File: config.mk
export PLATFORM = sky130hd
export DESIGN_NAME = branch_predictor
export DESIGN_NICKNAME = d
export VERILOG_FILES = /design/src/rtl/branch_predictor.sv
export SDC_FILE = /design/constraint.sdc
export NUM_CORES = 1
export LEC_CHECK = 0
export CAP_MARGIN = 5
export CORE_MARGIN = 2
export CORE_UTILIZATION = 43
export CTS_BUF_LIST = sky130_fd_sc_hd__clkbuf_8
export DETAILED_ROUTE_END_ITERATION = 12
export PLACE_DENSITY_LB_ADDON = 0.08
export SLEW_MARGIN = 0
export SYNTH_ARGS = -nofsm -noshare
export SYNTH_HDL_FRONTEND = slang
export SYNTH_SLANG_ARGS = --single-unit
File: constraint.sdc
create_clock -name CLK -period 6.6 [get_ports CLK]
set_input_delay 1.32 -clock CLK [delete_from_list [all_inputs] [get_ports CLK]]
set_output_delay 1.32 -clock CLK [all_outputs]
set_load 0.02 [all_outputs]
File: src/rtl/branch_predictor.sv
// branch_predictor
// ----------------
// Direct-mapped branch target buffer. Each entry holds a saturating direction
// counter. Lookup is purely combinational, so the fetch stage gets a
// prediction in the same cycle. The execute stage trains the table one cycle
// later through the registered update port.
//
// Parameters
//   ENTRIES : number of table entries (power of two, >= 2)
//   CTR_W   : direction counter width (>= 1)
//   STAT_W  : width of each statistics counter
//
// Ports
//   CLK, nRST              : clock and synchronous active-low reset
//   en                     : pipeline enable; gates updates and statistics
//   lookup_pc              : fetch-stage PC
//   pred_taken/target/hit  : combinational prediction for lookup_pc
//   upd_valid/pc/taken/target/mispred : resolved branch from execute
//   clear_all              : invalidate every entry (works even when en=0)
//   hit_cnt, mispred_cnt   : saturating statistics counters
module branch_predictor #(
  parameter int ENTRIES = 16,
  parameter int CTR_W   = 2,
  parameter int STAT_W  = 16
) (
  input  logic              CLK,
  input  logic              nRST,
  input  logic              en,
  input  logic [31:0]       lookup_pc,
  output logic              pred_taken,
  output logic [31:0]       pred_target,
  output logic              pred_hit,
  input  logic              upd_valid,
  input  logic [31:0]       upd_pc,
  input  logic              upd_taken,
  input  logic [31:0]       upd_target,
  input  logic              upd_mispred,
  input  logic              clear_all,
  output logic [STAT_W-1:0] hit_cnt,
  output logic [STAT_W-1:0] mispred_cnt
);

  localparam int IDX_W = $clog2(ENTRIES);
  localparam int TAG_W = 30 - IDX_W;

  localparam logic [CTR_W-1:0] CTR_MAX = '1;
  localparam logic [CTR_W-1:0] CTR_WT  = CTR_W'(1) << (CTR_W - 1);
  localparam logic [CTR_W-1:0] CTR_WNT = CTR_WT - CTR_W'(1);

  logic [ENTRIES-1:0] valid;
  logic [TAG_W-1:0]   tags    [ENTRIES];
  logic [31:0]        targets [ENTRIES];
  logic [CTR_W-1:0]   ctrs    [ENTRIES];

  logic [IDX_W-1:0] lookupIdx;
  logic [TAG_W-1:0] lookupTag;
  logic [IDX_W-1:0] updIdx;
  logic [TAG_W-1:0] updTag;
  logic             updHit;
  logic             doUpdate;

  assign lookupIdx = lookup_pc[IDX_W+1:2];
  assign lookupTag = lookup_pc[31:IDX_W+2];
  assign updIdx    = upd_pc[IDX_W+1:2];
  assign updTag    = upd_pc[31:IDX_W+2];

  // Prediction path. Stale tags/targets behind a cleared valid bit never
  // reach the outputs because everything is qualified by pred_hit.
  always_comb begin
    pred_hit    = valid[lookupIdx] && (tags[lookupIdx] == lookupTag);
    pred_taken  = pred_hit && ctrs[lookupIdx][CTR_W-1];
    pred_target = pred_taken ? targets[lookupIdx] : (lookup_pc + 32'd4);
  end

  assign updHit   = valid[updIdx] && (tags[updIdx] == updTag);
  assign doUpdate = en && upd_valid;

  // Valid bits and direction counters. Reset beats clear_all, which in turn
  // beats a training update in the same cycle.
  always_ff @(posedge CLK) begin
    if (!nRST) begin
      valid <= '0;
      for (int i = 0; i < ENTRIES; i++) begin
        ctrs[i] <= CTR_WNT;
      end
    end else if (clear_all) begin
      valid <= '0;
    end else if (doUpdate) begin
      if (updHit) begin
        if (upd_taken) begin
          if (ctrs[updIdx] != CTR_MAX) begin
            ctrs[updIdx] <= ctrs[updIdx] + CTR_W'(1);
          end
        end else begin
          if (ctrs[updIdx] != '0) begin
            ctrs[updIdx] <= ctrs[updIdx] - CTR_W'(1);
          end
        end
      end else if (upd_taken) begin
        valid[updIdx] <= 1'b1;
        ctrs[updIdx]  <= CTR_WT;
      end
    end
  end

  // Tags and targets carry no reset; they are meaningless until valid is set.
  // The target follows every taken resolution, on hit or on allocation.
  always_ff @(posedge CLK) begin
    if (nRST && !clear_all && doUpdate && upd_taken) begin
      targets[updIdx] <= upd_target;
      if (!updHit) begin
        tags[updIdx] <= updTag;
      end
    end
  end

  // Statistics. Independent of clear_all; both stop at all-ones.
  always_ff @(posedge CLK) begin
    if (!nRST) begin
      hit_cnt     <= '0;
      mispred_cnt <= '0;
    end else if (en) begin
      if (pred_hit && (hit_cnt != '1)) begin
        hit_cnt <= hit_cnt + STAT_W'(1);
      end
      if (upd_valid && upd_mispred && (mispred_cnt != '1)) begin
        mispred_cnt <= mispred_cnt + STAT_W'(1);
      end
    end
  end

endmodule

# Word-level counts from Yosys, hierarchy flattened
# Memory sizes are Yosys's and may differ from the RTL's.
# Index checks and enable logic that the tools add are counted.
# totals
memories,3
ramBits,960
elab_cells,80
output_inout_bits,66
input_bits,103
ff_bits,48
# op_classes
mux,38
addsub,5
n_eq_ne,5
n_bitwise,5
reduce_logical,18
order_cmp,3
# memory_table
name,words,word_bits,read_ports,rd_clocked_by_memory_dff,wr,line_no,rtl
targets,16,32,1,0,1,52,logic [31:0] targets [ENTRIES];
tags,16,26,2,0,1,51,logic [TAG_W-1:0] tags [ENTRIES];
ctrs,16,2,2,0,16,53,logic [CTR_W-1:0] ctrs [ENTRIES];
# op_table
cell,n
$eq A26 B26 Y1,2
$add A16 B1 Y16 const B,2
$add A32 B3 Y32 const B,1
$mux W32,1
$ne A16 B16 Y1 const B,2
$mux W1,30
$or A16 B16 Y16,1
$logic_and A1 B1 Y1,11
$lt A4 B5 Y1 const B,2
$bmux W1 S4,2
$mux W2,3
$demux W1 S4,1
$ge A4 B1 Y1 const B,1
$mux W4,1
$reduce_and A2 Y1,2
$reduce_or A2 Y1,2
$reduce_and A3 Y1,1
$add A2 B1 Y2 const B,1
$ne A2 B2 Y1 const B,1
$not A1 Y1,2
$or A1 B1 Y1,2
$reduce_bool A2 Y1,1
$sub A2 B1 Y2 const B,1
$logic_not A1 Y1,1

# Depth between registers and ports, before layout
# An unclocked memory read counts as a cell.
# depth
word_depth,13
depth_mapped,15
ltp_nobuf,10

# Worst setup path before layout
# OpenSTA, ideal clock, no wires.
# synth_timing
path_kind,in2out
startpoint,in lookup_pc[2]
endpoint,out pred_target[2]
cell_stages,12
arrival_time_ns,4.679
path_slack_ns,0.601
required_ns,5.280
n_path_buf,3
path_cell_list,buf_2 > buf_1 > mux4_2 > mux2i_1 > xor2_1 > a22oi_1 > nor4_1 > nand3_1 > or2_2 > nor2_1 > buf_2 > mux2i_1
# synth_via
elab_chain_cells,5
word_cells_on_any_way,10
classes_between,add/sub: 1; eq/ne: 1; mux: 3; reduce/logical: 2; memory: 3
# synth_rtl
item,line_no,rtl
from (decl),29,"input logic [31:0] lookup_pc,"
$mem_v2 Z16 W26 or $bmux W1 S4 (tied branches),-,
$eq A26 B26 Y1 or $mux W1 (tied branches),70,pred_hit = valid[lookupIdx] && (tags[lookupIdx] == lookupTag);
$logic_and A1 B1 Y1,70,
$logic_and A1 B1 Y1,71,pred_taken = pred_hit && ctrs[lookupIdx][CTR_W-1];
$mux W32 (*),72,pred_target = pred_taken ? targets[lookupIdx] : (lookup_pc + 32'd4);
to (decl),31,"output logic [31:0] pred_target,"
# Mark *: on every way between the ends. The rest lies on a longest branch, timed or not. The select of a mux whose other input is x is not followed.

# Worst setup path after layout
# layout_timing
startpoint,in lookup_pc[2]
endpoint,out pred_target[7]
# The elaborated chain is that of the path after synthesis.

==> summary.md <==
| Metric | Value |
|---|---|
| Crit path time final | `6.47 ns` |
| Net count, final | `2,860` |
| EDFF count, synth | `960` |
| Crit Path Class | `in -> out` |
| DRC | `0` |
| #FFs+latches synth | `1,008` |
| H-tree depth | `4` |
| Worst R2R End | `tags[9][21]$_DFFE_PP_` |
| Syn Area/Cell | `18.9 um2` |
| DRT iter0 DRCs | `2,763` |
| Final worst slack | `0.133 ns` |
| Final ANT Viol Nets | `0` |
| Final setup violation count | `0` |
| IO buf count | `166` |
| Total GRT Usage | `25.0%` |
| Top_reg_cell synth | `edfxtp_1` |
| CP Data Required Time | `5.28 ns` |
| Worst skew pair latency | `0.86 ns` |
| 1st-pass router iterations | `5` |
| Largest net degree at the start of global routing | `98` |
| Die area | `106,000 um2` |
| Clock Sink Count | `1,008` |
| Rel. slew slack | `16.8%` |
| Critical path capture point type | `primary output` |
| Min-Delay Path Class | `reg -> reg` |
| Vias in the first global route | `26,313` |
| DP HPWL | `82,700 um` |
| DR vias | `25,590` |
| Die Wd | `326 um` |
| LEAKAGE | `17.3 nW` |
| Hold_sp | `valid[13]$_SDFFE_PP0N_` |
| Hold path endpoint | `valid[13]$_SDFFE_PP0N_` |
| R2R Setup Slk | `2.37 ns` |
| Mapped Nets | `2,464` |
| Reg clk slew, reported paths | `0.05 ns` |
| Routed vias/inst | `5.99` |
| Period utilization | `98.0%` |
| Post-Route Skew | `0.0526 ns` |
| Die height | `326 um` |
| Post-Syn Area | `44,600 um2` |
| Slew @ Worst Pin | `1.24 ns` |
| Clock Tree Buf Depth | `3` |
| Seq/Total Area, Yosys | `66.8%` |
| Asr flop ratio synth | `0%` |
| VDD IR max | `0.000160 V` |
| First-pass GRT wire length | `189,000 um` |
| Share of cells above drive strength 1 | `31.0%` |
| Total power | `13.3 mW` |
| Io pins | `169` |
| Fmax | `0.155 GHz` |
| Status | `complete, no violations` |
| Initial antenna violation count | `9` |
| CTS tree | `yes` |
| PwrDens | `252 nW/um2` |
| Hold path cells | `2` |
| Synthesis Warnings | `0` |
| CTS root buf | `clkbuf_8` |
| Post-synthesis cell type count | `72` |
| Max cap viols | `0` |
| Core area | `103,000 um2` |
| Fin. Hold Viols | `0` |
| Pins Over Slew Limit | `0` |
| P&R area growth vs syn | `18.0%` |
| Hold buffers post-CTS | `0` |
| Initial Util | `43.2%` |
| WP data arrival | `5.15 ns` |
| Worst R2R Path Depth | `11` |
| Gate Count Post-Synth | `2,358` |
| DP Worst Slack | `-0.443 ns` |
| Startpoint Class | `primary input` |
| Gp weighted congestion | `0.900` |
| Avg WL per Cell | `31.2 um` |
| CP max FO | `22` |
| Final WL | `133,000 um` |
| RSZ-0062 raised after global routing | `no` |
| Row count | `118` |
| Overflow after GRT | `0` |
| Worst r2r src | `tags[11][16]$_DFFE_PP_` |
| Crit path launch | `lookup_pc[2]` |
| TritonCTS buffer count | `171` |
| Setup_tns | `0 ns` |
## cell type report
type	instances	area, um2
diodes	3	7.51
fillers	8446	50600
clock buffers	174	2390
multi-input cells	1181	14400
flip-flops and latches	1008	29800
inverters	32	123
repair buffers	360	3560
clock inverters	131	676
well taps	1380	1730
## worst max-delay path, cell delays in order
cell and delay, ns:
buf_12 0.18, buf_12 0.21, buf_4 0.18, mux4_2 0.51, mux2i_2 0.22, mux2i_2 0.17
xor2_1 0.18, a31oi_2 0.31, buf_4 0.19, nand3_2 0.13, or2_2 0.37, nor2_4 0.16
buf_12 0.22, mux2_2 0.38, dlygate4sd2_1 0.34
## state kept, by name, summed over array words and instances (netlist names)
| signal | flops |
|---|---|
| tags | 416 |
| hit_cnt | 16 |
| ctrs | 32 |
| valid | 16 |
| mispred_cnt | 16 |
| targets | 512 |
## power by group
group          leakage [nW]  internal, mW  switching [mW]
Combinational          6.42         0.485           0.631
Clock                  1.79          2.54            2.56
Sequential             9.04          7.02         0.00900
Total                  17.3          10.1            3.20
## worst max path at each step
stage | endpoint | depth (start not counted)
after global placement | pred_target[26] | 12
after CTS | pred_target[9] | 15
final | pred_target[7] | 15
after detailed placement | pred_target[26] | 12
after global routing | pred_target[7] | 15
after floorplan | pred_target[2] | 12
## Yosys cell counts (all sizes together), types with 3 or more instances
| cell | n | area, um2 |
|---|---|---|
| edfxtp | 960 | 28800 |
| mux4 | 372 | 8380 |
| mux2i | 131 | 1310 |
| nor2 | 107 | 402 |
| buf | 86 | 445 |
| nand2 | 84 | 315 |
| mux2 | 59 | 664 |
| clkbuf | 51 | 191 |
| o21ai | 51 | 255 |
| nand3 | 50 | 250 |
| dfxtp | 48 | 961 |
| xnor2 | 48 | 420 |
| xor2 | 41 | 359 |
| inv | 31 | 116 |
| a21oi | 22 | 110 |
| nand4 | 20 | 125 |
| o22ai | 19 | 119 |
| and3 | 12 | 75.1 |
| nor3 | 12 | 60.1 |
| nor4 | 12 | 75.1 |
| a211oi | 11 | 82.6 |
| nand2b | 11 | 68.8 |
| or3 | 10 | 62.6 |
| a221oi | 9 | 78.8 |
| a22o | 9 | 78.8 |
| nor2b | 9 | 56.3 |
| and2 | 8 | 50.1 |
| a22oi | 7 | 52.6 |
| a2111oi | 4 | 53.8 |
| a31oi | 4 | 25.0 |
| o31ai | 4 | 30.0 |
| o41ai | 4 | 35.0 |
| or2 | 4 | 25.0 |
| a2bb2oi | 3 | 32.5 |
| and4 | 3 | 26.3 |
| ha | 3 | 37.5 |
| nor3b | 3 | 22.5 |
| o211ai | 3 | 27.5 |
| o311ai | 3 | 26.3 |
## kinds of logic (layout without fill, tap and decap cells)
| group | count (synthesis) | count (layout) | synth area share, % |
|---|---|---|---|
| XOR/XNOR | 89 | 89 | 1.75 |
| AND/OR/NAND/NOR | 352 | 352 | 3.77 |
| multiplexers | 562 | 562 | 23.2 |
| other | 0 | 3 | 0 |
| flip-flops | 1008 | 1008 | 66.8 |
| adder cells (fa/ha/maj) | 3 | 3 | 0.0841 |
| AO/OA/AOI/OAI | 175 | 175 | 2.72 |
| buffers and inverters | 169 | 697 | 1.70 |
## stage by stage
step,cell area (um2),utilization (%),std cells,hold slack [ns]
floorplan,44600,-,2358,0.436
finish,52600,51.0,4269,0.478
global route,52600,51.0,4268,0.510
global placement,49500,47.9,3958,0.453
CTS,52600,51.0,4265,0.483
detailed placement,49500,47.9,3958,0.469
## cell usage in the layout (no fill, tap or decap), types with 41 or more instances in the layout
cell,instances
mux2i_1,127
nand3_1,49
dfxtp_1,48
nor2_1,74
edfxtp_1,960
nand2_1,84
buf_4,164
clkdlybuf4s50_1,127
clkinv_1,41
mux4_2,372
clkbuf_8,175
mux2_2,59
o21ai_0,41
xnor2_1,47
inv_1,94
xor2_1,41
## layer usage
metal	vias up	global-route usage, %	share of wire, %
met3	206	6.32	8.7
met5	-	0	0.053
met2	1121	37.6	46
met1	13595	36.3	43
met4	12	7.26	2.5
li1	10656	-	-
## repair_timing
action | in CTS | in global routing
setup buffers | 1 | 1
hold endpoints to repair | 0 | 0
cloned | 1 | 0
pin swaps | 1 | 1
resized for setup | 34 | 8
endpoints found under the setup margin | 32 | 8
(Power assumes the default switching activity.)
